**src/rtl/rf_pkg.sv**
```systemverilog
// Shared constants and write-request bundle for the register-file write arbiter.
// The forwarding path is enabled by defining RF_BYPASS_EN.
package rf_pkg;

  localparam int RF_DW   = 9;
  localparam int RF_AW   = 2;
  localparam int RF_NREQ = 3;

  typedef struct packed {
    logic [RF_AW-1:0] addr;
    logic [RF_DW-1:0] data;
  } rf_wr_req_t;

endpackage

```
**src/rtl/rf_wr_arbiter_rr_pick.sv**
```systemverilog
// Combinational round-robin picker: first valid requester at or after ptr.
// One-hot gnt plus its index g; all-zero when en is low.
module rr_pick #(
  parameter int NREQ = 3,
  parameter int PW   = 2
) (
  input  logic [NREQ-1:0] valid,
  input  logic [PW-1:0]   ptr,
  input  logic            en,
  output logic [NREQ-1:0] gnt,
  output logic [PW-1:0]   g
);

  logic found;
  int   idx;

  always_comb begin
    gnt   = '0;
    g     = '0;
    found = 1'b0;
    idx   = 0;
    for (int k = 0; k < NREQ; k++) begin
      idx = int'(ptr) + k;
      if (idx >= NREQ) idx = idx - NREQ;
      if (en && !found && valid[idx]) begin
        found    = 1'b1;
        gnt[idx] = 1'b1;
        g        = PW'(idx);
      end
    end
  end

endmodule

```
**src/rtl/rf_wr_arbiter.sv**
```systemverilog
// Round-robin arbiter for the register file's single write port, with
// optional read-port forwarding of the in-flight write (RF_BYPASS_EN).
module rf_wr_arbiter
  import rf_pkg::*;
#(
  parameter int NREQ = RF_NREQ,
  parameter int DW   = RF_DW,
  parameter int AW   = RF_AW
) (
  input  logic              clk,
  input  logic              rst,
  input  logic              hold,
  input  logic [NREQ-1:0]   req_valid,
  input  logic [NREQ*AW-1:0] req_addr,
  input  logic [NREQ*DW-1:0] req_data,
  output logic [NREQ-1:0]   req_ready,
  output logic              rf_wr_en,
  output logic [AW-1:0]     rf_wr_addr,
  output logic [DW-1:0]     rf_wr_data,
  input  logic [AW-1:0]     rd0_addr,
  input  logic [AW-1:0]     rd1_addr,
  input  logic [DW-1:0]     rf_rd0_data,
  input  logic [DW-1:0]     rf_rd1_data,
  output logic [DW-1:0]     rd0_data,
  output logic [DW-1:0]     rd1_data
);

  localparam int PW = (NREQ > 1) ? $clog2(NREQ) : 1;

  logic [PW-1:0]   ptr_q, ptr_d;
  logic [PW-1:0]   g;
  logic [NREQ-1:0] gnt;
  logic            pick_en;
  logic            xfer;
  logic            wr_en_q;
  logic [AW-1:0]   wr_addr_q, sel_addr;
  logic [DW-1:0]   wr_data_q, sel_data;

  assign pick_en = rst & ~hold;

  rr_pick #(
    .NREQ (NREQ),
    .PW   (PW)
  ) u_pick (
    .valid (req_valid),
    .ptr   (ptr_q),
    .en    (pick_en),
    .gnt   (gnt),
    .g     (g)
  );

  assign req_ready = gnt;
  assign xfer      = |(req_valid & gnt);

  always_comb begin
    sel_addr = req_addr[int'(g)*AW +: AW];
    sel_data = req_data[int'(g)*DW +: DW];
    ptr_d    = ptr_q;
    if (xfer) begin
      if (int'(g) == NREQ - 1) ptr_d = '0;
      else                     ptr_d = g + 1'b1;
    end
  end

  always_ff @(posedge clk or negedge rst) begin
    if (!rst) begin
      ptr_q     <= '0;
      wr_en_q   <= 1'b0;
      wr_addr_q <= '0;
      wr_data_q <= '0;
    end else begin
      ptr_q   <= ptr_d;
      wr_en_q <= xfer;
      if (xfer) begin
        wr_addr_q <= sel_addr;
        wr_data_q <= sel_data;
      end
    end
  end

  assign rf_wr_en   = wr_en_q;
  assign rf_wr_addr = wr_addr_q;
  assign rf_wr_data = wr_data_q;

`ifdef RF_BYPASS_EN
  // Forward the registered write so a dependent read needs no bubble.
  assign rd0_data = (wr_en_q && rd0_addr == wr_addr_q) ? wr_data_q
                                                       : rf_rd0_data;
  assign rd1_data = (wr_en_q && rd1_addr == wr_addr_q) ? wr_data_q
                                                       : rf_rd1_data;
`else
  logic unused_rd;
  assign unused_rd = ^{rd0_addr, rd1_addr};
  assign rd0_data  = rf_rd0_data;
  assign rd1_data  = rf_rd1_data;
`endif

endmodule

```
**config.mk**
```make
export PLATFORM = sky130hd
export DESIGN_NAME = rf_wr_arbiter
export DESIGN_NICKNAME = d
export VERILOG_FILES = /design/src/rtl/rf_pkg.sv /design/src/rtl/rf_wr_arbiter_rr_pick.sv /design/src/rtl/rf_wr_arbiter.sv
export SDC_FILE = /design/constraint.sdc
export NUM_CORES = 1
export LEC_CHECK = 0
export CORE_ASPECT_RATIO = 1.4
export CORE_MARGIN = 4
export CORE_UTILIZATION = 32
export DETAILED_ROUTE_END_ITERATION = 8
export PLACE_DENSITY = 0.85
export SYNTH_ARGS = -nofsm -noshare
export SYNTH_HDL_FRONTEND = slang
export SYNTH_SLANG_ARGS = --single-unit
```
**constraint.sdc**
```tcl
create_clock -name clk -period 2.5 [get_ports clk]
set_clock_uncertainty 0.15 [all_clocks]
set_input_delay 0.5 -clock clk [delete_from_list [all_inputs] [get_ports clk]]
set_output_delay 0.5 -clock clk [all_outputs]
set_load 0.005 [all_outputs]
```
Word-level counts from Yosys, hierarchy flattened

Index checks and enable logic that the tools add are counted.
Widths: inputs -> output; s select.

Bits in registers: 14
Input bits: 61

Add/subtract/negate cells: 6
Multipliers: 1
Magnitude comparators: 9
Eq/ne operators: 1
Shifts and indexed selects: 2
Multiplexer cells: 27
Bitwise gates (word level): 5
Reductions and logical operators: 11

Operators by type and width:

| kind                  | count |
|---|---|
| $ge 32x1->1 const B   | 3 |
| $lt 32x4->1 const B   | 3 |
| $mux 32               | 3 |
| $ge 32x3->1 const B   | 2 |
| $sub 32x3->32 const B | 2 |
| $shiftx 27x7->9       | 1 |
| $mux 1                | 11 |
| $mux 3                | 3 |
| $logic_and 1x1->1     | 8 |
| $mux 2                | 4 |
| $bmux 1 s2            | 3 |
| $demux 1 s2           | 3 |
| $mul 2x4->6 const B   | 1 |
| $or 3x3->3            | 2 |
| $shiftx 6x4->2        | 1 |
| $add 2x1->3 const B   | 1 |
| $add 2x2->3 const B   | 1 |
| $and 3x3->3           | 1 |
| $reduce_or 3->1       | 1 |
| $sub 2x2->3 const B   | 1 |
| $add 2x1->2 const B   | 1 |
| $eq 2x2->1 const B    | 1 |
| $ge 2x2->1 const B    | 1 |
| $logic_not 1->1       | 2 |
| other kinds (2)       | 2 |

Depth between registers and ports, before layout

Depth after elaboration: 17
Mapped depth: 10

Hierarchy

From an unflattened synthesis, not the netlist that was laid out.

Cells, all modules: 113
Area, all modules: 1191.1 um^2

Modules (own cells, without submodules):

| module        | times used | cells each | area an instance (um^2) |
|---|---|---|---|
| rf_wr_arbiter | 1          | 76         | 922.1 |
| rr_pick       | 1          | 37         | 269.0 |

Worst setup path after synthesis

OpenSTA, ideal clock, no wires.

Path type: register -> register
Start: reg ptr_q[0]
End: reg wr_addr_q[0], in the netlist rf_wr_addr[0]
Setup time: 125 ps
Data arrival time: 2387 ps
Required time: 2225 ps
Setup slack: -162 ps
Cell stages (with the launch flop): 11
Buffers on the path: 2
Cell sequence: dfrtp_1 -> inv_1 -> ha_1 -> buf_2 -> and4bb_2 -> nor3_1 -> o31ai_1 -> nor3_1 -> clkbuf_1 -> a221o_1 -> mux2_4

Word-level cells in the longest chain between the ends: 17
Elaborated cells on any way between the ends: 55
Those cells by class: 5 x add/sub; 9 x order compare; 1 x shift; 26 x mux; 3 x bitwise; 11 x reduce/logical

Ends and longest elaborated chain:

| element                                                | RTL line            | text |
|---|---|---|
| start, declared                                        | rf_wr_arbiter.sv:30 | `logic [PW-1:0] ptr_q, ptr_d;` |
| start signal, assigned                                 | rf_wr_arbiter.sv:72 | `ptr_q <= ptr_d;` |
| branches (longest 17 deep; another with $sub 32x3->32) | --                  |  |
| end signal, assigned                                   | rf_wr_arbiter.sv:75 | `wr_addr_q <= sel_addr;` |
| end, declared                                          | rf_wr_arbiter.sv:36 | `logic [AW-1:0] wr_addr_q, sel_addr;` |

Parallel ways; which one is timed is not known. The select of a mux whose other input is x is not followed.
A chain may end at the register's enable or synchronous reset.

Worst setup path after layout

Start: reg ptr_q[1]
End: reg wr_data_q[1], in the netlist rf_wr_data[1]

Word-level cells in the longest chain between the ends: 17
Elaborated cells on any way between the ends: 56
Those cells by class: 5 x add/sub; 1 x mul; 9 x order compare; 1 x shift; 26 x mux; 3 x bitwise; 11 x reduce/logical

Ends and longest elaborated chain:

| element                                                | RTL line            | text |
|---|---|---|
| branches (longest 17 deep; another with $sub 32x3->32) | --                  |  |
| end signal, assigned                                   | rf_wr_arbiter.sv:76 | `wr_data_q <= sel_data;` |
| end, declared                                          | rf_wr_arbiter.sv:37 | `logic [DW-1:0] wr_data_q, sel_data;` |

Parallel ways; which one is timed is not known. The select of a mux whose other input is x is not followed.

==> impl_metrics.csv <==
group,metric,value,unit
place,place_area,0.00197,mm2
clocking,cts.sink_count,14,
worst_setup_path,cp_max_fo,14,
clocking,clockBufferDepth,2,
floorplanning,core,0.00395,mm2
detailed_routing,route.detailed.drc,0,
outcome,violations,"setup timing",
worst_setup_path,cp_data_arrival_time,2670,ps
global_route,grt_pass1_wl,6.50,mm
place,portBuffers,53,
synth,synth_nets,197,
timing,worst-slew-pin-transition,316,ps
place,hpwl,2.99,mm
worst_setup_path,crit_end,"rf_wr_data[1]",
synth,synth_top_area_share,0.266,
min_path,hold_class,"flop to flop",
finish,area_growth,77.5,%
floorplanning,top_level_ports,94,
detailed_routing,first_pass_iters,4,
clocking,cts_hold_buf,0,
worst_setup_path,rr_endpoint,"rf_wr_data[1]",
finish,fillers,323,
synth,syn_inst,132,
floorplanning,dieArea,0.00522,mm2
flow_run,cap_violations,0,
timing,layout_min_cycle_time,2700,ps
timing,post-route-period-util,1.08,
synth,synth_common_cells,"19 x buf_4, 14 x dfrtp_1, 12 x and2_1",
finish,design_area,0.00234,mm2
timing,tns,-2710,ps
synth,synth_seq_cells,14,
worst_setup_path,cp-start-kind,"flop",
worst_setup_path,reg2reg_depth,11,
synth,async_flop_share,1.00,
detailed_routing,avgRoutedWirePerCell,16.4,um
clocking,ctsHtreeMaxLevel,1,
place,dp_cells,233,
worst_setup_path,required,2480,ps
power_and_ir_drop,p_per_area,821,mW/mm2
synth,yosysWarnings,0,
floorplanning,die_h,83.9,um
global_route,grt_pass1_vias,1437,
finish,n_antenna_cell,0,
clocking,clkLatencyLatePin,240,ps
timing,setup_viol,16,
floorplanning,rows,27,
power_and_ir_drop,peakVddDrop,0.608,mV
synth,ys_seq_area_frac,0.266,
global_route,antenna_found_initial,0,
synth,ys_types,41,
finish,nNetsFinal,274,
outcome,outcome,"complete, but fails checks",
power_and_ir_drop,p_leak,1.01,nW
synth,syn_area,0.00132,mm2
timing,maxSlewHeadroom,0.786,
worst_setup_path,ff2ff_setup_slack,-200,ps
finish,layout-drive-gt1-share,0.457,
floorplanning,die_x,62.2,um
clocking,root_buffer,"clkbuf_8",
synth,synth_edf_count,0,
worst_setup_path,timing_worst_setup_path_type,"flop to flop",
global_route,grt_start_max_net_pins,15,
detailed_routing,routed_via_density,5.25,
detailed_routing,drtIter0Drc,45,
worst_setup_path,crit_start,"ptr_q[1]",
global_route,grt-ovfl-total,0,
synth,yosys-top-cells-area,"dfrtp_1 27%, buf_4 11%, mux2_4 10%",
detailed_routing,ant_nets,0,
timing,hold_violations,0,
place,gp_congestion,0.910,
timing,rsz0062_at_grt,"true",
global_route,grt_usage,0.155,
clocking,cts_tree,"yes",
synth,synth.avg_cell_area,9.97,um2
worst_setup_path,cp-end-kind,"flop",
worst_setup_path,r2r_start,"ptr_q[1]",
synth,synth_ff_type,"dfrtp_1",
timing,fin_ws,-197,ps
finish,fin_cells,251,
clocking,clk_pin_slew,60,ps
synth,synth_area_leader_cell,"dfrtp_1",
clocking,cts_buffers,3,
floorplanning,start_util,0.333,
detailed_routing,routed_wirelength,4.11,mm
timing,fmax,371,MHz
synth,yosysMostFrequentCell,"buf_4",
timing,final_max_slew_viol_count,0,
detailed_routing,vias,1318,
[per-layer routing]
layer  wire length [um]  global-route usage  vias up
li1                   -                   -      618
met1               1420               0.146      631
met4                143              0.0769        0
met5                  0                   0        -
met2               2250               0.296       57
met3                301              0.0391       12
[power by group]
group	leakage, nW	internal (mW)	switching [mW]	total (mW)
clock network	0.0288	0.139	0.0781	0.217
logic	0.811	0.806	0.495	1.30
registers	0.168	0.333	0.0678	0.401
total	1.01	1.28	0.641	1.92
[placed cells by master, fill, tap and decap left out, types with 5 or more instances in the layout]
cell | Yosys | layout
buf_6 | 3 | 6
clkdlybuf4s50_1 | 0 | 47
mux2_4 | 9 | 13
and2_1 | 12 | 12
buf_4 | 19 | 38
nor2_1 | 6 | 5
a221o_1 | 11 | 11
dfrtp_1 | 14 | 13
[worst min path at each step]
stage,to,slack (ps),depth (start not counted),startpoint
2_1_floorplan,ptr_q[0],50,0,rst
3_3_place_gp,rf_wr_data[4],340,1,rf_wr_data[4]
3_5_place_dp,rf_wr_data[2],350,1,rf_wr_data[2]
4_1_cts,rf_wr_data[1],370,1,rf_wr_data[1]
5_1_grt,rf_wr_data[1],390,1,rf_wr_data[1]
6_report,rf_wr_data[1],360,1,rf_wr_data[1]
[logic make-up (layout without fill, tap and decap cells)]
| kind of cell | count (synthesis) | in the layout | share of synthesized area |
|---|---|---|---|
| AOI/OAI and AO/OA | 27 | 27 | 0.183 |
| adders and majority gates | 4 | 4 | 0.0380 |
| buffers and inverters | 31 | 107 | 0.162 |
| DFF | 14 | 14 | 0.266 |
| muxes | 16 | 16 | 0.161 |
| and+or+nand+nor | 40 | 40 | 0.190 |
[registers in the layout, indices dropped and copies added, names as in the netlist]
| register | cells |
|---|---|
| ptr_q | 2 |
| rf_wr_addr | 2 |
| rf_wr_en | 1 |
| rf_wr_data | 9 |
[area by class of cell]
type	count	area, um2	share of cell area
Inverter	5	18.8	0.00803
Clock buffer	4	55.1	0.0236
Sequential cell	14	352	0.151
Multi-Input combinational cell	87	968	0.415
Tap cell	43	53.8	0.0230
Timing Repair Buffer	98	888	0.380
[critical path: stages, from the launching register on]
cell	delay [ps]
dfrtp_1	410
inv_2	100
buf_6	100
ha_4	140
mux2i_4	270
o21ai_4	100
buf_4	160
or3_4	360
a21oi_2	130
a221o_2	150
buf_12	160
mux2_2	340
[timing repair]
action                                  CTS  global route
pin swaps                                 6             3
cloned                                    1             0
gates resized for setup                  47            12
endpoints found under the setup margin   17            16
setup buffers                             9             4
[through the flow]
step	power, mW	setup slack (ps)	hold slack [ps]	utilization
2_1_floorplan	0.969	-109	54.4	-
3_3_place_gp	1.40	-564	342	0.497
3_5_place_dp	1.42	-630	351	0.497
4_1_cts	1.84	-191	367	0.569
5_1_grt	2.04	-306	387	0.591
6_report	1.92	-197	362	0.591
Note: power is estimated with default switching activity, not from simulation.
